## src/rtl/mem_stage.sv

```systemverilog
// MEM pipeline stage: load data alignment, stall hold, handoff to WB.
// Optional unaligned loads (lwl/lwr) are enabled by MS_UNALIGNED_LOAD_EN.
module mem_stage (
    input  logic         clk,
    input  logic         reset,
    input  logic         es_to_ms_valid,
    input  logic [109:0] es_to_ms_bus,
    input  logic [9:0]   es_to_ms_addr,
    output logic         ms_allowin,
    input  logic         ws_allowin,
    input  logic         ms_stall,
    input  logic [31:0]  data_sram_rdata,
    output logic         ms_to_ws_valid,
    output logic [69:0]  ms_to_ws_bus,
    output logic [9:0]   ms_to_ws_addr,
    output logic [31:0]  ms_forward,
    output logic         ms_valid_tohazard
);

`ifdef MS_UNALIGNED_LOAD_EN
    localparam int BW = 110;
`else
    localparam int BW = 76;
    logic unused_rt_bits;
    assign unused_rt_bits = ^es_to_ms_bus[109:76];
`endif

    logic          ms_valid_q;
    logic          first_q;
    logic [31:0]   hold_q;
    logic [BW-1:0] bus_q;
    logic [9:0]    addr_q;

    logic        ms_ready_go;
    logic        load_en;
    logic [31:0] ld_data;
    logic [31:0] final_result;
    logic [15:0] half;
    logic [7:0]  byte_v;

    logic        ld_w;
    logic        ld_h;
    logic        ld_b;
    logic        ld_sign;
    logic [1:0]  addr_lo;
    logic        gr_we;
    logic [4:0]  dest;
    logic [31:0] alu_result;
    logic [31:0] pc;

    assign ld_w       = bus_q[75];
    assign ld_h       = bus_q[74];
    assign ld_b       = bus_q[73];
    assign ld_sign    = bus_q[72];
    assign addr_lo    = bus_q[71:70];
    assign gr_we      = bus_q[69];
    assign dest       = bus_q[68:64];
    assign alu_result = bus_q[63:32];
    assign pc         = bus_q[31:0];

    assign ms_ready_go = !ms_stall;
    assign ms_allowin  = !ms_valid_q || (ms_ready_go && ws_allowin);
    assign load_en     = es_to_ms_valid && ms_allowin;

    // Valid bit and first-cycle flag; the flag marks the cycle rdata is live.
    always_ff @(posedge clk) begin
        if (reset) begin
            ms_valid_q <= 1'b0;
            first_q    <= 1'b0;
        end else begin
            if (ms_allowin) begin
                ms_valid_q <= es_to_ms_valid;
            end
            first_q <= load_en;
        end
    end

    // Capture live load data so a stalled instruction keeps its result.
    always_ff @(posedge clk) begin
        if (reset) begin
            hold_q <= 32'h0;
        end else if (first_q) begin
            hold_q <= data_sram_rdata;
        end
    end

    // Instruction payload registers, loaded on accepted handoff from EX.
    always_ff @(posedge clk) begin
        if (load_en) begin
            bus_q  <= es_to_ms_bus[BW-1:0];
            addr_q <= es_to_ms_addr;
        end
    end

    assign ld_data = first_q ? data_sram_rdata : hold_q;
    assign half    = addr_lo[1] ? ld_data[31:16] : ld_data[15:0];

    // Byte lane select by low address bits.
    always_comb begin
        byte_v = ld_data[7:0];
        case (addr_lo)
            2'd0: byte_v = ld_data[7:0];
            2'd1: byte_v = ld_data[15:8];
            2'd2: byte_v = ld_data[23:16];
            2'd3: byte_v = ld_data[31:24];
            default: byte_v = ld_data[7:0];
        endcase
    end

`ifdef MS_UNALIGNED_LOAD_EN
    logic        lwl;
    logic        lwr;
    logic [31:0] rt;
    logic [31:0] lwl_v;
    logic [31:0] lwr_v;

    assign lwl = bus_q[109];
    assign lwr = bus_q[108];
    assign rt  = bus_q[107:76];

    // Merge loaded bytes with the old rt value for unaligned loads.
    always_comb begin
        lwl_v = ld_data;
        lwr_v = ld_data;
        case (addr_lo)
            2'd0: begin
                lwl_v = {ld_data[7:0], rt[23:0]};
                lwr_v = ld_data;
            end
            2'd1: begin
                lwl_v = {ld_data[15:0], rt[15:0]};
                lwr_v = {rt[31:24], ld_data[31:8]};
            end
            2'd2: begin
                lwl_v = {ld_data[23:0], rt[7:0]};
                lwr_v = {rt[31:16], ld_data[31:16]};
            end
            2'd3: begin
                lwl_v = ld_data;
                lwr_v = {rt[31:8], ld_data[31:24]};
            end
            default: begin
                lwl_v = ld_data;
                lwr_v = ld_data;
            end
        endcase
    end
`endif

    // Result select; non-load instructions pass the ALU result through.
    always_comb begin
        final_result = alu_result;
        if (ld_w) begin
            final_result = ld_data;
        end else if (ld_h) begin
            final_result = {{16{ld_sign & half[15]}}, half};
        end else if (ld_b) begin
            final_result = {{24{ld_sign & byte_v[7]}}, byte_v};
`ifdef MS_UNALIGNED_LOAD_EN
        end else if (lwl) begin
            final_result = lwl_v;
        end else if (lwr) begin
            final_result = lwr_v;
`endif
        end
    end

    assign ms_to_ws_valid    = ms_valid_q && ms_ready_go;
    assign ms_to_ws_bus      = {gr_we && ms_valid_q, dest, final_result, pc};
    assign ms_to_ws_addr     = addr_q;
    assign ms_forward        = final_result;
    assign ms_valid_tohazard = ms_valid_q;

endmodule

```

## config.mk

```make
export PLATFORM = sky130hd
export DESIGN_NAME = mem_stage
export DESIGN_NICKNAME = d
export VERILOG_FILES = /design/src/rtl/mem_stage.sv
export SDC_FILE = /design/constraint.sdc
export NUM_CORES = 1
export LEC_CHECK = 0
export CAP_MARGIN = 15
export CORE_ASPECT_RATIO = 1.4
export CORE_MARGIN = 2
export CORE_UTILIZATION = 32
export CTS_CLUSTER_DIAMETER = 60
export CTS_CLUSTER_SIZE = 16
export DETAILED_ROUTE_END_ITERATION = 6
export PLACE_DENSITY = 0.73
export SLEW_MARGIN = 10
export SYNTH_ARGS = -nofsm -noshare
export SYNTH_HDL_FRONTEND = slang
export SYNTH_SLANG_ARGS = --single-unit
```

## constraint.sdc

```tcl
create_clock -name clk -period 9.05 [get_ports clk]
set_input_delay 0.905 -clock clk [delete_from_list [all_inputs] [get_ports clk]]
set_output_delay 0.905 -clock clk [all_outputs]
set_load 0.1 [all_outputs]
```

==> results of run 1 <==
-- worst register-to-register path: cells and delay by family (launching register included) --
kind	cells	cell delay, ps
buffers and inverters	1	660
and+or+nand+nor	1	530
DFF	1	330
AOI/OAI and AO/OA	1	150
-- power by group --
group          total [W]  switching, W  leakage [nW]  internal, W
Combinational   0.000593      0.000438          1.67     0.000155
Clock           0.000663      0.000258         0.263     0.000405
Sequential      0.000638     0.0000130          1.10     0.000625
Total            0.00189      0.000709          3.04      0.00119
-- sequential cells by signal (all words and copies together), names as in the netlist --
signal	flops
ms_valid_tohazard	1
first_q	1
hold_q	32
bus_q	76
ms_to_ws_addr	10
-- cells in the mapped netlist, types with 2 or more instances --
master,n,share of area (%)
edfxtp_1,86,45
buf_4,73,9.6
mux2i_1,53,9.3
nand2_1,49,3.2
nor2_1,41,2.7
dfxtp_1,34,12
a21oi_1,24,2.1
o21ai_0,23,2.0
clkbuf_1,11,0.73
nor2b_1,10,1.1
a21boi_1,9,1.2
a31oi_1,9,0.99
mux4_2,8,3.2
a21boi_0,7,0.92
a221o_1,7,1.2
buf_2,6,0.53
inv_1,5,0.33
buf_6,4,0.79
and2_1,2,0.22
nand3_1,2,0.18
-- layer usage --
layer  track usage, %  share of wire (%)  vias up
li1                 -                  -     1969
met1             20.2                 39     2023
met2             28.7                 51      181
met3             5.00                6.6       28
met4             8.56                3.4        2
met5                0              0.080        -
-- how the worst max path moves through the flow --
stage,to,slack [ps],depth (start not counted)
after floorplan,bus_q[0],3240,3
after global placement,ms_forward[14],4140,5
after detailed placement,ms_forward[14],4070,5
after CTS,ms_forward[14],3610,5
after global routing,ms_to_ws_bus[46],3490,5
final,ms_to_ws_bus[47],3770,5
-- cells in the final DEF, fill, tap and decap left out, drive strengths merged, types with 2 or more instances in the layout --
| cell type | Yosys | final |
|---|---|---|
| a21boi | 17 | 17 |
| a21oi | 24 | 24 |
| a221o | 7 | 7 |
| a31oi | 10 | 10 |
| and2 | 2 | 2 |
| buf | 84 | 6 |
| bufinv | 0 | 2 |
| clkbuf | 11 | 17 |
| clkdlybuf4s50 | 0 | 237 |
| clkinv | 1 | 5 |
| clkinvlp | 0 | 6 |
| dfxtp | 34 | 34 |
| edfxtp | 86 | 86 |
| inv | 5 | 8 |
| mux2i | 53 | 53 |
| mux4 | 8 | 8 |
| nand2 | 49 | 49 |
| nand3 | 2 | 2 |
| nor2 | 41 | 41 |
| nor2b | 10 | 10 |
| o21ai | 23 | 23 |
-- final cells by class --
| type | count | share of cell area [%] |
|---|---|---|
| Sequential cell | 120 | 39.2 |
| Timing Repair Buffer | 243 | 29.1 |
| Multi-Input combinational cell | 255 | 20.9 |
| Clock buffer | 17 | 5.11 |
| Tap cell | 236 | 3.55 |
| Clock inverter | 15 | 1.83 |
| Inverter | 6 | 0.271 |
-- stage by stage --
| stage | total power, W | setup slack (ps) | cells |
|---|---|---|---|
| 2_1_floorplan | 0.00111 | 3240 | 476 |
| 5_1_grt | 0.00196 | 3490 | 892 |
| 3_5_place_dp | 0.00124 | 4070 | 860 |
| 3_3_place_gp | 0.00124 | 4140 | 860 |
| 6_report | 0.00189 | 3770 | 892 |
| 4_1_cts | 0.00191 | 3610 | 892 |
-- cells by family after synthesis --
family	count (synthesis)
compound gates	85
buf+inv	101
flops	120
mux	61
simple gates	109
==> impl_metrics.env, run 1 <==
export IMPL_fin_crit_ps=5280
export IMPL_status="completed"
export IMPL_die_x_um=117
export IMPL_slew_violations=0
export IMPL_tightestPinTransition_ps=1010
export IMPL_syn_inst=476
export IMPL_num_fill_cells=1645
export IMPL_r2r_start="ms_valid_tohazard"
export IMPL_finalWeightedCongestion=0.794
export IMPL_synth_edf_count=86
export IMPL_synth_top_family_by_area="multiplexers"
export IMPL_slowest_stage="clkdlybuf4s50_1"
export IMPL_cts_buffers=17
export IMPL_post_dp_cell_area_sq_mm=0.00774
export IMPL_yosys_area_share_adder_pct=0
export IMPL_rsz0062_at_grt="no"
export IMPL_synth_area_sq_mm=0.00569
export IMPL_finalHoldViolCount=0
export IMPL_worst_path_buf_inv=2
export IMPL_grt_pass1_vias=4556
export IMPL_max_slew_margin_pct=32.1
export IMPL_powerDensity_mw_per_mm2=228
export IMPL_cp_start_kind="flop"
export IMPL_peakVddDrop_mv=0.121
export IMPL_cts_sinks=120
export IMPL_regArea_sq_mm=0.00326
export IMPL_rows=57
export IMPL_cp_startpoint="bus_q[73]"
export IMPL_cp_top_family="buffers and inverters"
export IMPL_pin_count=272
export IMPL_setup_viol=0
export IMPL_fin_setup_tns_ps=0
export IMPL_drcViolationCount=0
export IMPL_max_freq_mhz=190
export IMPL_ys_async_sr_fraction_pct=0
export IMPL_finish_instance_area_sq_mm=0.00832
export IMPL_critPathMaxFanout=27
export IMPL_fp_coreArea_sq_mm=0.0174
export IMPL_yosys_warnings=0
export IMPL_antenna_found_initial=1
export IMPL_holdPathStages=2
export IMPL_num_vias=4203
export IMPL_critPathKind="flop to primary output"
export IMPL_synth_fp_nets=633
export IMPL_nNetsFinal=800
export IMPL_cts_buffer_depth=2
export IMPL_cts_resized=0
export IMPL_cts_hold_buf=0
export IMPL_ys_ff_latch=120
export IMPL_routed_via_density=4.71
export IMPL_syn_to_final_growth_pct=46.1
export IMPL_cap_violations=0
export IMPL_hold_start="hold_q[11]"
export IMPL_synth_xor_area_share_pct=0
export IMPL_synth_compound_area_share_pct=9.80
export IMPL_utilization_pct=47.8
export IMPL_overflow=0
export IMPL_post_drt_wl_per_cell_um=18.2
export IMPL_worst_hold_slack_ps=515
export IMPL_end_kind="primary output"
export IMPL_hold_class="flop to flop"
export IMPL_h_tree_depth=4
export IMPL_cts_setup_buffers=0
export IMPL_grt_pass1_wl_um=24500
export IMPL_path_common_cell="a31oi_1"
export IMPL_dp_hpwl_um=12000
export IMPL_reg2reg_to="bus_q[43]"
export IMPL_drt_initial_drc_count=184
export IMPL_grt_total_usage_pct=17.3
export IMPL_start_util_pct=32.7
export IMPL_path_cells="clkinv_1, a31oi_1, nand4_4, a31oi_1, clkdlybuf4s50_1"
export IMPL_die_h_um=162
export IMPL_numPortBuffers=237
export IMPL_syn_avg_cell_area_sq_um=12.0
export IMPL_crit_arrival_ps=4370
export IMPL_wirelength_um=16200
export IMPL_synth_cell_types=33
export IMPL_clk_latency_ps=410
export IMPL_ff2ff_setup_slack_ps=6960
export IMPL_r2r_cells=3
export IMPL_max_stage_delay_ps=1220
export IMPL_n_antenna_cell=0
export IMPL_die_area_sq_mm=0.0189
export IMPL_p_leak_nw=3.04
export IMPL_seq_area_frac_synth_pct=57.3
export IMPL_multi_input_area_sq_mm=0.00174
export IMPL_timing_final_crit_share_pct=58.3
export IMPL_grt_max_degree=55
export IMPL_synthMuxAreaShare_pct=12.5
export IMPL_holdPathEnd="hold_q[11]"
export IMPL_layout_drive_gt1_share_pct=7.77
export IMPL_synth_simple_area_share_pct=8.26
export IMPL_cts_tree="built"
export IMPL_ant_nets=0
export IMPL_required_ps=8150
export IMPL_drt_pass1_iter_count=5
export IMPL_synth_ff_type="edfxtp_1"
export IMPL_finalClockSkew_ps=6.42
export IMPL_clk_pin_slew_ps=60
export IMPL_cts_root_buf="clkbuf_16"
Power figures use the tool's default switching activity.
==> inputs of run 2 (changes only) <==
- clock period: 9.05 -> 5.29 ns (I/O delays scaled with it)
==> impl_metrics.env, run 2 (synthesized netlist as in run 1, its figures left out) <==
export IMPL_antenna_found_initial=1
export IMPL_final_cell_mix="clkdlybuf4s50_1, edfxtp_1, buf_4"
export IMPL_drt_initial_drc_count=185
export IMPL_power_frac_comb_pct=30.9
export IMPL_grt_total_usage_pct=17.0
export IMPL_numPortBuffers=237
export IMPL_post_dp_cell_area_sq_mm=0.00758
export IMPL_layout_commonest_cell="clkdlybuf4s50_1"
export IMPL_p_int_w=0.00201
export IMPL_cts_sinks=120
export IMPL_grt_pass1_vias=4404
export IMPL_multi_input_area_sq_mm=0.00174
export IMPL_reg2reg_to="hold_q[26]"
export IMPL_wirelength_um=15800
export IMPL_timing_final_crit_share_pct=69.8
export IMPL_hold_start="hold_q[21]"
export IMPL_clk_latency_ps=410
export IMPL_critPathMaxFanout=19
export IMPL_fin_ws_ps=1600
export IMPL_finish_instance_area_sq_mm=0.00818
export IMPL_clk_pin_slew_ps=60
export IMPL_pin_count=272
export IMPL_cts_tree="built"
export IMPL_nNetsFinal=801
export IMPL_finalHoldViolCount=0
export IMPL_p_leak_nw=3.14
export IMPL_status="completed"
export IMPL_h_tree_depth=4
export IMPL_fp_coreArea_sq_mm=0.0174
export IMPL_regMostFlops="bus_q"
export IMPL_fin_crit_ps=3690
export IMPL_power_switching_w=0.00121
export IMPL_critPathKind="flop to primary output"
export IMPL_finalWeightedCongestion=0.769
export IMPL_start_util_pct=32.7
export IMPL_powerDensity_mw_per_mm2=393
export IMPL_die_area_sq_mm=0.0189
export IMPL_cts_setup_buffers=0
export IMPL_dp_hpwl_um=11600
export IMPL_crit_arrival_ps=3160
export IMPL_grt_max_degree=88
export IMPL_end_kind="primary output"
export IMPL_rsz0062_at_grt="no"
export IMPL_setup_viol=0
export IMPL_die_x_um=117
export IMPL_rows=57
export IMPL_fin_setup_tns_ps=0
export IMPL_r2r_cells=3
export IMPL_peakVddDrop_mv=0.245
export IMPL_regArea_sq_mm=0.00326
export IMPL_syn_to_final_growth_pct=43.8
export IMPL_power_w=0.00322
export IMPL_drcViolationCount=0
export IMPL_post_drt_wl_per_cell_um=17.7
export IMPL_cap_violations=0
export IMPL_overflow=0
export IMPL_hold_class="flop to flop"
export IMPL_die_h_um=162
export IMPL_sw_frac_of_total_pct=37.5
export IMPL_num_fill_cells=1590
export IMPL_cts_buffer_depth=2
export IMPL_cts_buffers=17
export IMPL_pwr_share_clk_pct=35.1
export IMPL_pwr_share_seq_pct=34.0
export IMPL_n_antenna_cell=0
export IMPL_cts_root_buf="clkbuf_16"
export IMPL_ant_nets=0
export IMPL_largest_reg_flops=76
export IMPL_max_freq_mhz=271
export IMPL_holdPathEnd="hold_q[21]"
export IMPL_finalClockSkew_ps=5.81
export IMPL_grt_pass1_wl_um=23900
export IMPL_routed_via_density=4.67
export IMPL_drt_pass1_iter_count=4
export IMPL_slew_violations=0
export IMPL_r2r_start="first_q"
export IMPL_post_place_ws_ps=2040
export IMPL_ff2ff_setup_slack_ps=3470
export IMPL_holdPathStages=2
export IMPL_max_slew_margin_pct=32.5
export IMPL_num_vias=4173
export IMPL_cts_hold_buf=0
export IMPL_layout_drive_gt1_share_pct=17.5
export IMPL_required_ps=4760
export IMPL_tightestPinTransition_ps=1010
export IMPL_cts_resized=0
export IMPL_cp_start_kind="flop"
run 2: cell count changes in the layout (fill, tap and decap cells not counted):
cell             change
buf_16               +1
clkdlybuf4s50_1     -64
buf_4               +64
clkinvlp_4           -2
inv_6                +1
clkinv_1             +1
run 2: power by group through the flow:
stage               registers (W)  clock network, W  logic (W)
floorplan                 0.00114                 0   0.000758
global placement          0.00111                 0   0.000988
detailed placement        0.00111                 0   0.000995
CTS                       0.00109           0.00115   0.000998
global route              0.00110           0.00120    0.00103
finish                    0.00109           0.00113   0.000996
run 2: cell type report:
class / count / share of cell area (%)
clock buffers: 17 / 5.20
inverters: 6 / 0.275
clock inverters: 15 / 1.83
flip-flops and latches: 120 / 39.9
multi-input cells: 255 / 21.3
repair buffers: 244 / 27.9
well taps: 236 / 3.61
run 2: critical path, cell delays in order (launching register included):
cell and delay (ps):
edfxtp_1 580, clkinv_1 320, buf_4 300, nor3_1 730, a221o_1 380, o21ai_0 170
buf_4 270
run 2: worst max-delay path by stage:
stage	from	endpoint	slack [ps]	depth (start not counted)
finish	bus_q[73]	ms_to_ws_bus[35]	1600	6
global route	bus_q[73]	ms_forward[1]	1390	6
CTS	bus_q[73]	ms_forward[8]	1590	6
detailed placement	data_sram_rdata[7]	ms_forward[8]	2040	6
global placement	bus_q[73]	ms_forward[1]	2090	6
floorplan	bus_q[74]	ms_to_ws_bus[38]	650	6
run 2: layer usage:
metal | wire length, um | vias up | part of all wire (%) | GRT usage (%)
li1 | - | 1973 | - | -
met1 | 6060 | 2004 | 38 | 19.5
met2 | 8050 | 174 | 51 | 28.5
met3 | 1130 | 22 | 7.2 | 5.15
met4 | 521 | 0 | 3.3 | 8.02
met5 | 0 | - | 0 | 0
run 2: stage by stage:
stage / utilization (%) / instances / hold slack (ps)
after floorplan: - / 476 / 474
after global placement: 43.6 / 860 / 487
after detailed placement: 43.6 / 860 / 499
after CTS: 46.9 / 892 / 517
after global routing: 47.0 / 893 / 556
final: 47.0 / 893 / 514
==> inputs of run 3 (changes only) <==
- clock period: 5.29 -> 3.6 ns (I/O delays scaled with it)
==> impl_metrics.env, run 3 (synthesized netlist as in run 1, its figures left out) <==
export IMPL_cts_hold_buf=0
export IMPL_post_place_ws_ps=539
export IMPL_tightestPinTransition_ps=1000
export IMPL_grt_pass1_vias=4472
export IMPL_die_h_um=162
export IMPL_peakVddDrop_mv=0.315
export IMPL_layout_cells_non_filler=896
export IMPL_syn_to_final_growth_pct=60.0
export IMPL_powerDensity_mw_per_mm2=543
export IMPL_status="completed"
export IMPL_finalClockSkew_ps=9.77
export IMPL_post_drt_wl_per_cell_um=18.2
export IMPL_clk_latency_ps=410
export IMPL_cts_sinks=120
export IMPL_reg2reg_to="bus_q[29]"
export IMPL_post_dp_cell_area_sq_mm=0.00855
export IMPL_n_antenna_cell=0
export IMPL_place_inst=864
export IMPL_r2r_cells=3
export IMPL_required_ps=3240
export IMPL_drt_initial_drc_count=224
export IMPL_h_tree_depth=4
export IMPL_routed_via_density=4.65
export IMPL_cts_buffers=17
export IMPL_finish_instance_area_sq_mm=0.00911
export IMPL_setup_viol=0
export IMPL_cts_root_buf="clkbuf_16"
export IMPL_largest_reg_flops=76
export IMPL_grt_max_degree=48
export IMPL_finalWeightedCongestion=0.816
export IMPL_max_slew_margin_pct=32.8
export IMPL_fin_ws_ps=230
export IMPL_max_freq_mhz=297
export IMPL_slew_violations=0
export IMPL_cts_setup_buffers=0
export IMPL_rows=57
export IMPL_overflow=0
export IMPL_rsz0062_at_grt="no"
export IMPL_hold_class="primary input to flop"
export IMPL_fin_crit_ps=3370
export IMPL_start_util_pct=32.7
export IMPL_final_cell_mix="clkdlybuf4s50_1, edfxtp_1, buf_12"
export IMPL_power_w=0.00494
export IMPL_clk_pin_slew_ps=70
export IMPL_p_leak_nw=3.41
export IMPL_die_area_sq_mm=0.0189
export IMPL_hold_start="es_to_ms_addr[8]"
export IMPL_holdPathEnd="ms_to_ws_addr[8]"
export IMPL_dp_hpwl_um=12500
export IMPL_grt_pass1_wl_um=24900
export IMPL_timing_final_crit_share_pct=93.6
export IMPL_numPortBuffers=237
export IMPL_cts_resized=0
export IMPL_finalHoldViolCount=0
export IMPL_cap_violations=0
export IMPL_fin_setup_tns_ps=0
export IMPL_crit_arrival_ps=3010
export IMPL_pin_count=272
export IMPL_grt_total_usage_pct=17.6
export IMPL_cp_start_kind="flop"
export IMPL_critPathKind="flop to primary output"
export IMPL_drt_pass1_iter_count=6
export IMPL_critPathMaxFanout=25
export IMPL_holdPathStages=1
export IMPL_end_kind="primary output"
export IMPL_nNetsFinal=804
export IMPL_ant_nets=0
export IMPL_wirelength_um=16300
export IMPL_ff2ff_setup_slack_ps=1860
export IMPL_fp_coreArea_sq_mm=0.0174
export IMPL_r2r_start="ms_valid_tohazard"
export IMPL_regMostFlops="bus_q"
export IMPL_cts_tree="built"
export IMPL_drcViolationCount=0
export IMPL_cts_buffer_depth=2
export IMPL_antenna_found_initial=0
export IMPL_die_x_um=117
export IMPL_layout_drive_gt1_share_pct=22.6
export IMPL_layout_commonest_cell="clkdlybuf4s50_1"
export IMPL_num_vias=4164
-- run 3: cell types whose count changed in the layout (fill, tap and decap cells not counted), moves of 5 or more --
cell     change
buf_12      +65
buf_4       -59
a21oi_1     -16
a21oi_2     +16
a31oi_1      -9
a31oi_2      +8
o21ai_0      -8
o21ai_1      +7
inv_6        +5
-- run 3: area by class of cell --
class                   instances  area (sq um)
inverters                       6          22.5
repair buffers                247          3100
fillers                      1473          8290
flip-flops and latches        120          3260
clock buffers                  17           425
well taps                     236           295
multi-input cells             255          1880
clock inverters                15           129
-- run 3: through the flow --
stage / hold WS, ps / util (%)
5_1_grt: 484 / 52.3
4_1_cts: 486 / 52.3
6_report: 497 / 52.3
3_3_place_gp: 488 / 49.2
3_5_place_dp: 509 / 49.2
2_1_floorplan: 459 / -
-- run 3: layer usage --
| metal | global-route usage, % | up-vias | share of wire (%) |
|---|---|---|---|
| li1 | - | 1980 | - |
| met3 | 5.15 | 21 | 6.8 |
| met2 | 30.2 | 182 | 53 |
| met1 | 20.7 | 1981 | 38 |
| met4 | 6.20 | 0 | 2.4 |
| met5 | 0 | - | 0 |
-- run 3: worst max-delay path, cell delays in order, from the launching register on --
cell and delay [ps]:
dfxtp_2 350, buf_4 390, mux2i_1 280, a31oi_4 290, nand4_4 500, a31oi_2 540
buf_12 230
-- run 3: how the worst max path moves through the flow --
stage	start	to	slack [ps]	cells past startpoint
floorplan	first_q	ms_to_ws_bus[39]	-780	6
global placement	data_sram_rdata[15]	ms_to_ws_bus[45]	580	6
detailed placement	data_sram_rdata[15]	ms_to_ws_bus[45]	540	6
CTS	first_q	ms_to_ws_bus[45]	130	6
global route	first_q	ms_forward[13]	30	6
finish	first_q	ms_forward[13]	230	6
-- run 3: power by group --
group,internal (W),switching [W],total [W]
clock network,0.000907,0.000696,0.00160
logic,0.000576,0.00117,0.00174
registers,0.00157,0.0000292,0.00160
total,0.00305,0.00189,0.00494
